`src/rtl/temperature_calc_mc.sv`:
```
// Multi-channel temperature calculator.
// Takes one tagged sign-magnitude ADC sample, computes base +/- ((|adc| * ref^2) >> SHIFT)
// with a shift-add multiplier (one magnitude bit per cycle), optionally saturates the
// result, returns it with its channel tag and updates that channel's alarm flag.
module temperature_calc_mc #(
  parameter int ADC_W    = 16,
  parameter int REF_W    = 8,
  parameter int OUT_W    = 32,
  parameter int SHIFT    = 6,
  parameter int CHANNELS = 4,
  parameter int CH_W     = 2,
  parameter int SAT      = 1
) (
  input  logic                clk,
  input  logic                rst,
  input  logic [OUT_W-1:0]    tc_base,
  input  logic [REF_W-1:0]    tc_ref,
  input  logic [OUT_W-1:0]    hi_thresh,
  input  logic                in_valid,
  output logic                in_ready,
  input  logic [CH_W-1:0]     in_ch,
  input  logic [ADC_W-1:0]    adc_data,
  output logic                out_valid,
  input  logic                out_ready,
  output logic [CH_W-1:0]     out_ch,
  output logic [OUT_W-1:0]    tempc,
  output logic [CHANNELS-1:0] alarm
);

  localparam int MAG_W = ADC_W - 1;
  localparam int ACC_W = MAG_W + 2 * REF_W;
  localparam int SUM_W = OUT_W + ADC_W + 2 * REF_W;
  localparam int CNT_W = $clog2(MAG_W + 1);

  // Saturation limits, expressed at full sum width for the clamp compare
  localparam logic signed [SUM_W-1:0] SUM_MAX = {{(SUM_W-OUT_W+1){1'b0}}, {(OUT_W-1){1'b1}}};
  localparam logic signed [SUM_W-1:0] SUM_MIN = {{(SUM_W-OUT_W+1){1'b1}}, {(OUT_W-1){1'b0}}};
  localparam logic [OUT_W-1:0]        OUT_MAX = {1'b0, {(OUT_W-1){1'b1}}};
  localparam logic [OUT_W-1:0]        OUT_MIN = {1'b1, {(OUT_W-1){1'b0}}};

  typedef enum logic [1:0] {S_IDLE, S_MUL, S_ADD, S_HOLD} state_t;

  state_t               state_q, state_d;
  logic [MAG_W-1:0]     mag_q, mag_d;       // shifts right; bit 0 is the current multiplier bit
  logic                 sign_q, sign_d;
  logic [CH_W-1:0]      ch_q, ch_d;
  logic [OUT_W-1:0]     base_q, base_d;
  logic [ACC_W-1:0]     mcand_q, mcand_d;   // ref^2 pre-shifted by the current bit position
  logic [ACC_W-1:0]     acc_q, acc_d;
  logic [CNT_W-1:0]     cnt_q, cnt_d;
  logic [OUT_W-1:0]     tempc_q, tempc_d;
  logic [CH_W-1:0]      out_ch_q, out_ch_d;
  logic [CHANNELS-1:0]  alarm_q, alarm_d;

  logic [2*REF_W-1:0]   ref2;
  logic [ACC_W-1:0]     q_full;
  logic signed [SUM_W-1:0] base_ext, q_ext, sum;
  logic [OUT_W-1:0]     result;
  logic                 over_thresh;

  // Square the reference word at full width so no product bits are lost
  assign ref2 = {{REF_W{1'b0}}, tc_ref} * {{REF_W{1'b0}}, tc_ref};

  // Final add/subtract at a width where neither operand can overflow, then clamp or wrap
  always_comb begin
    q_full   = acc_q >> SHIFT;
    base_ext = {{(SUM_W-OUT_W){base_q[OUT_W-1]}}, base_q};
    q_ext    = {{(SUM_W-ACC_W){1'b0}}, q_full};
    sum      = sign_q ? (base_ext - q_ext) : (base_ext + q_ext);
    result   = sum[OUT_W-1:0];
    if (SAT != 0) begin
      if (sum > SUM_MAX)      result = OUT_MAX;
      else if (sum < SUM_MIN) result = OUT_MIN;
    end
    over_thresh = $signed(result) > $signed(hi_thresh);
  end

  // Next-state and datapath updates for the IDLE -> MUL -> ADD -> HOLD sequence
  always_comb begin
    state_d  = state_q;
    mag_d    = mag_q;
    sign_d   = sign_q;
    ch_d     = ch_q;
    base_d   = base_q;
    mcand_d  = mcand_q;
    acc_d    = acc_q;
    cnt_d    = cnt_q;
    tempc_d  = tempc_q;
    out_ch_d = out_ch_q;
    alarm_d  = alarm_q;
    case (state_q)
      S_IDLE: begin
        if (in_valid) begin
          mag_d   = adc_data[ADC_W-2:0];
          sign_d  = adc_data[ADC_W-1];
          ch_d    = in_ch;
          base_d  = tc_base;
          mcand_d = {{(ACC_W-2*REF_W){1'b0}}, ref2};
          acc_d   = '0;
          cnt_d   = '0;
          state_d = S_MUL;
        end
      end
      S_MUL: begin
        if (mag_q[0]) acc_d = acc_q + mcand_q;
        mag_d   = mag_q >> 1;
        mcand_d = mcand_q << 1;
        cnt_d   = cnt_q + 1'b1;
        if (cnt_q == CNT_W'(MAG_W - 1)) state_d = S_ADD;
      end
      S_ADD: begin
        tempc_d  = result;
        out_ch_d = ch_q;
        // Tags beyond the channel count match no bit and leave the alarms untouched
        for (int i = 0; i < CHANNELS; i++) begin
          if (32'(ch_q) == i) alarm_d[i] = over_thresh;
        end
        state_d = S_HOLD;
      end
      S_HOLD: begin
        if (out_ready) state_d = S_IDLE;
      end
      default: state_d = S_IDLE;
    endcase
  end

  // State and datapath registers; reset drops any in-flight sample and clears the alarms
  always_ff @(posedge clk or posedge rst) begin
    if (rst) begin
      state_q  <= S_IDLE;
      mag_q    <= '0;
      sign_q   <= 1'b0;
      ch_q     <= '0;
      base_q   <= '0;
      mcand_q  <= '0;
      acc_q    <= '0;
      cnt_q    <= '0;
      tempc_q  <= '0;
      out_ch_q <= '0;
      alarm_q  <= '0;
    end else begin
      state_q  <= state_d;
      mag_q    <= mag_d;
      sign_q   <= sign_d;
      ch_q     <= ch_d;
      base_q   <= base_d;
      mcand_q  <= mcand_d;
      acc_q    <= acc_d;
      cnt_q    <= cnt_d;
      tempc_q  <= tempc_d;
      out_ch_q <= out_ch_d;
      alarm_q  <= alarm_d;
    end
  end

  assign in_ready  = (state_q == S_IDLE);
  assign out_valid = (state_q == S_HOLD);
  assign out_ch    = out_ch_q;
  assign tempc     = tempc_q;
  assign alarm     = alarm_q;

endmodule

```
`config.mk`:
```
export PLATFORM = sky130hd
export DESIGN_NAME = temperature_calc_mc
export DESIGN_NICKNAME = d
export VERILOG_FILES = /design/src/rtl/temperature_calc_mc.sv
export SDC_FILE = /design/constraint.sdc
export NUM_CORES = 1
export LEC_CHECK = 0
export CAP_MARGIN = 10
export CELL_PAD_IN_SITES_DETAIL_PLACEMENT = 1
export CELL_PAD_IN_SITES_GLOBAL_PLACEMENT = 2
export CORE_MARGIN = 2
export CORE_UTILIZATION = 33
export CTS_CLUSTER_DIAMETER = 30
export DETAILED_ROUTE_END_ITERATION = 10
export GPL_ROUTABILITY_DRIVEN = 0
export GPL_TIMING_DRIVEN = 0
export PLACE_DENSITY = 0.8
export SETUP_SLACK_MARGIN = 0.2
export SLEW_MARGIN = 0
export SYNTH_ARGS = -nofsm -noshare
export SYNTH_HDL_FRONTEND = slang
export SYNTH_SLANG_ARGS = --single-unit
```
`constraint.sdc`:
```
create_clock -name clk -period 5.63 [get_ports clk]
set_clock_uncertainty 0.05 [all_clocks]
set_input_delay 0.8445 -clock clk [delete_from_list [all_inputs] [get_ports clk]]
set_output_delay 0.8445 -clock clk [all_outputs]
set_load 0.005 [all_outputs]
```
After elaboration in Yosys (flattened, before gate mapping)
Index checks and enable logic that the tools add are counted.

word-level totals
  output and inout port bits = 40
  bits in registers = 156
  input bits = 94
  logic and storage cells = 60

cells by class
  $lt $le $gt $ge = 3
  multiplexer cells = 16
  add/subtract/negate cells = 4
  reduce and logical (&&, ||, !) cells = 11
  $mul = 1
  equality and inequality tests = 11

operator list
  operator                                                                            count
  31-bit case mux with 2 select lines                                                 2
  31-bit 2-to-1 mux                                                                   3
  64-bit by 32-bit greater-than comparator with 1-bit output (second input constant)  1
  64-bit by 32-bit less-than comparator with 1-bit output (second input constant)     1
  32-bit 2-to-1 mux                                                                   2
  64-bit 2-to-1 mux                                                                   1
  32-bit by 26-bit adder with 33-bit output                                           1
  32-bit by 26-bit subtractor with 33-bit output                                      1
  32-bit greater-than comparator                                                      1
  31-bit adder                                                                        1
  15-bit case mux with 2 select lines                                                 1
  8-bit by 8-bit multiplier with 16-bit output                                        1
  15-bit 2-to-1 mux                                                                   1
  2-bit AND reduction                                                                 6
  2-bit equality test (second input constant)                                         4
  2-bit case mux with 4 select lines                                                  1
  4-bit case mux with 2 select lines                                                  1
  2-bit 2-to-1 mux                                                                    3
  2-bit != test (second input constant)                                               3
  3-bit AND reduction                                                                 2
  4-bit by 1-bit adder with 4-bit output (second input constant)                      1
  2-bit by 1-bit equality test with 1-bit output (second input constant)              2
  4-bit equality test (second input constant)                                         1
  2-bit logical NOT                                                                   2
  other kinds (3)                                                                     3

Logic depth before layout (Yosys ltp)
  depth in word-level cells = 6
  depth in mapped cells = 29
  gate-level depth less buffers = 27

Worst setup path after synthesis
OpenSTA, ideal clock, no wires.

  path kind = reg-to-reg
  start point = register acc_q[12]
  end point = register alarm_q[0], in the netlist alarm[0]
  data required time = 5.515 ns
  arrival time = 6.050 ns
  period minus slack after synthesis = 6.166 ns
  path buffers = 2
  setup slack = -0.536 ns
  cell stages (with the launch flop) = 28
  library setup time = 0.065 ns
  cells stage by stage = dfrtp_1 or4_4 or3_1 nor4_1 and2_1 a21oi_1 xnor2_1 ha_1 buf_2 and4_4 and2_1 a221oi_2 nand2_1 a21o_1 or3_4 a21oi_4 buf_6 a21oi_2 ha_1 nor2b_1 o21a_1 o21a_1 o21ai_0 a21oi_1 o31ai_1 a31oi_1 nor3b_1 mux2_2

between the ends
  longest elaborated chain between the ends = 6
  elaborated cells between the ends (all ways) = 8
  classes of those cells = 2 x add/sub; 3 x order compare; 3 x mux

ends and longest elaborated chain
  element                                                                                                      line  source
  start, declared                                                                                              49    logic [ACC_W-1:0] acc_q, acc_d;
  start signal, assigned                                                                                       136   acc_q <= '0;
  start signal, assigned                                                                                       148   acc_q <= acc_d;
  32-bit by 26-bit adder with 33-bit output or 32-bit by 26-bit subtractor with 33-bit output (tied branches)  69    sum = sign_q ? (base_ext - q_ext) : (base_ext + q_ext);
  64-bit 2-to-1 mux (*)                                                                                        69
  64-bit by 32-bit less-than comparator with 1-bit output                                                      73    else if (sum < SUM_MIN) result = OUT_MIN;
  32-bit 2-to-1 mux                                                                                            73
  32-bit 2-to-1 mux (*)                                                                                        72    if (sum > SUM_MAX) result = OUT_MAX;
  net result[1]                                                                                                58    logic [OUT_W-1:0] result;
  32-bit greater-than comparator (*)                                                                           75    over_thresh = $signed(result) > $signed(hi_thresh);
  end signal, assigned                                                                                         152   alarm_q <= alarm_d;
  end, declared                                                                                                53    logic [CHANNELS-1:0] alarm_q, alarm_d;

Mark *: on every way through the listed nets, which the timed path passes. The rest lies on a longest branch.
A chain may end at the register's enable or synchronous reset.

Worst setup path after layout
  start point = register acc_q[14]
  end point = register alarm_q[1], in the netlist alarm[1]

Same word-level chain as after synthesis.

==> impl_metrics.json <==
{
  "multi_input_area_sq_um": 8900,
  "tightest_slew_ns": 0.906,
  "netlist_area_sq_um": 12900,
  "synth_most_common_cell": "dfrtp_1",
  "async_flop_share": 1.00,
  "synth_edf_count": 0,
  "drive_gt1_frac": 0.187,
  "dp_hpwl_microns": 30000,
  "yosys_warnings": 0,
  "setup-violations-final": 4,
  "min-delay-start": "mag_q[13]$_DFFE_PP0P_",
  "clockRootBuffer": "clkbuf_16",
  "min_delay_path_depth": 2,
  "start_util": 0.334,
  "arrival_ns": 6.48,
  "startpoint_type": "flop",
  "synthTopCellsByCount": "156 x dfrtp_1, 133 x nand2_1, 131 x ha_1, 98 x a21oi_1, 98 x inv_1",
  "vias_per_cell": 5.18,
  "finalCritPeriodShare": 1.10,
  "clock_latency_ns": 0.46,
  "die_h_microns": 202,
  "min_period_ns": 6.18,
  "vias": 11000,
  "cts.sinks": 156,
  "tns_ns": -2.20,
  "wl_microns": 39100,
  "antenna_cells": 0,
  "hold_end": "mag_q[13]$_DFFE_PP0P_",
  "clk_pin_slew_ns": 0.07,
  "fin_ws_ns": -0.550,
  "crit_type": "flop to flop",
  "first_pass_iters": 4,
  "reg2reg_slack_ns": -0.55,
  "wire_per_inst_microns": 18.4,
  "syn2layout_area_growth_pct": 28.7,
  "status": "finished, violations left",
  "synth_nets": 1647,
  "grt_pass1_wl_microns": 63200,
  "place.port_buffers": 130,
  "h-tree-depth": 4,
  "regArea_sq_um": 3910,
  "syn_inst": 1395,
  "grt_max_degree": 109,
  "cp.required_ns": 5.93,
  "design.core.area_sq_um": 38600,
  "ys_ff_latch": 156,
  "placementRows": 72,
  "tritoncts": "done",
  "io_pins": 134,
  "track_usage": 0.195,
  "n_fill_cell": 4367,
  "cts_buffers": 17,
  "cp-end-kind": "flop",
  "drv_cap": 0,
  "maxSlewHeadroom": 0.396,
  "route.detailed.drc": 0,
  "post-route-util": 0.429,
  "reg2reg_depth": 27,
  "drt-initial-drc-count": 476,
  "synth_area_leaders": "dfrtp_1 30%, ha_1 13%, mux2_2 6.2%",
  "postCtsHoldBufs": 0,
  "syn_area_per_cell_sq_um": 9.24,
  "synth_ff_type": "dfrtp_1",
  "slew_viol_final": 0,
  "hp-class": "flop to flop",
  "yosysSeqAreaShare": 0.303,
  "grt_pass1_vias": 11700,
  "violations": "negative setup slack",
  "clock_path_buffers": 2,
  "yosys.area.top_type_share": 0.303,
  "rsz0062_at_grt": "yes",
  "fmax_mhz": 162,
  "yosysTopAreaCell": "dfrtp_1",
  "antenna_found_initial": 1,
  "cp_max_fo": 7,
  "final_antenna_net_count": 0,
  "grt.overflow.total": 0,
  "synth_cell_types": 80,
  "hold_violations": 0,
  "die_w_microns": 202,
  "timing.rr.start": "acc_q[14]$_DFFE_PP0P_",
  "regToRegEndpoint": "alarm[1]$_DFFE_PP0P_",
  "layout.nets": 1853,
  "die_area_sq_um": 40700
}
final cells by class:
class,instances,area share
tap,518,0.0391
clock inverter,13,0.0100
multi-input combinational,1086,0.536
buffer,55,0.0202
clock buffer,18,0.0265
sequential,156,0.236
timing repair buffer,187,0.109
inverter,98,0.0226
kinds of logic after synthesis:
logic type      after synthesis  synth area share
mux                          95            0.0806
compound gates              391             0.203
simple gates                351             0.135
fa+ha+maj                   159             0.170
flops                       156             0.303
buf+inv                     153            0.0480
xor+xnor                     90            0.0611
how the worst max path moves through the flow:
| stage | to | start | cells after the start |
|---|---|---|---|
| floorplan | alarm[0]$_DFFE_PP0P_ | acc_q[13]$_DFFE_PP0P_ | 27 |
| global placement | acc_q[28]$_DFFE_PP0P_ | rst | 2 |
| detailed placement | alarm[1]$_DFFE_PP0P_ | acc_q[6]$_DFFE_PP0P_ | 25 |
| CTS | alarm[1]$_DFFE_PP0P_ | acc_q[14]$_DFFE_PP0P_ | 27 |
| global route | alarm[0]$_DFFE_PP0P_ | acc_q[15]$_DFFE_PP0P_ | 28 |
| finish | alarm[1]$_DFFE_PP0P_ | acc_q[14]$_DFFE_PP0P_ | 27 |
sequential cells by signal, summed over array words and instances (netlist names), 2 cells and up:
register / count
base_q: 32
tempc: 32
acc_q: 31
mcand_q: 31
mag_q: 15
alarm: 4
cnt_q: 4
ch_q: 2
out_ch: 2
state_q: 2
repair_timing:
action	4_1_cts	5_1_grt
setup endpoints to repair	5	7
buffers inserted	35	19
pin swaps	45	20
gates resized for setup	94	43
gates cloned	0	2
layout by cell type, fill, tap and decap left out, drive strengths merged, types with 16 or more instances in the layout:
cell / count
a21o: 48
a21oi: 119
a22o: 18
and2: 21
buf: 75
clkbuf: 55
clkdlybuf4s50: 127
dfrtp: 156
fa: 27
ha: 131
inv: 101
mux2: 71
mux2i: 24
nand2: 133
nand2b: 16
nand3: 23
nor2: 69
nor3: 18
o21a: 16
o21ai: 101
xnor2: 60
xor2: 30
stage by stage:
| step | area, sq um | hold slack (ns) | worst slack (ns) | std cells |
|---|---|---|---|---|
| after floorplan | 12900 | 0.400 | -0.238 | 1395 |
| after global placement | 14900 | 0.413 | -1.99 | 2043 |
| after detailed placement | 14900 | 0.425 | -1.67 | 2044 |
| after CTS | 16200 | 0.440 | -0.675 | 2110 |
| after global routing | 16600 | 0.482 | -0.847 | 2131 |
| final | 16600 | 0.430 | -0.550 | 2131 |
worst max-delay path: stages, from the launching register on:
cell and delay, ns:
dfrtp_2 0.40, or4_4 0.52, or3_4 0.38, nor2_4 0.11, nand2_2 0.07, buf_6 0.15, buf_4 0.14, o31ai_2 0.25
ha_1 0.38, and3_1 0.24, and2_4 0.15, a221oi_2 0.21, nand2_1 0.08, a21o_1 0.18, or3_4 0.41, nand3_4 0.21
buf_12 0.16, o31ai_4 0.08, ha_1 0.30, buf_4 0.10, nand4_1 0.16, nor4_4 0.30, nand3_2 0.18, nor2_4 0.14
o31ai_4 0.11, a31oi_2 0.25, nor3b_4 0.08, mux2_4 0.27
routing by layer:
| layer | vias up | global-route usage | part of all wire |
|---|---|---|---|
| met4 | 0 | 0.0507 | 0.017 |
| li1 | 5380 | - | - |
| met1 | 5448 | 0.247 | 0.45 |
| met2 | 171 | 0.342 | 0.50 |
| met3 | 35 | 0.0327 | 0.031 |
| met5 | - | 0 | 0 |
Power of run 1 is left out: the tool's default activity adds up to more than one toggle a clock period on the data nets, which glitch-free logic cannot reach.
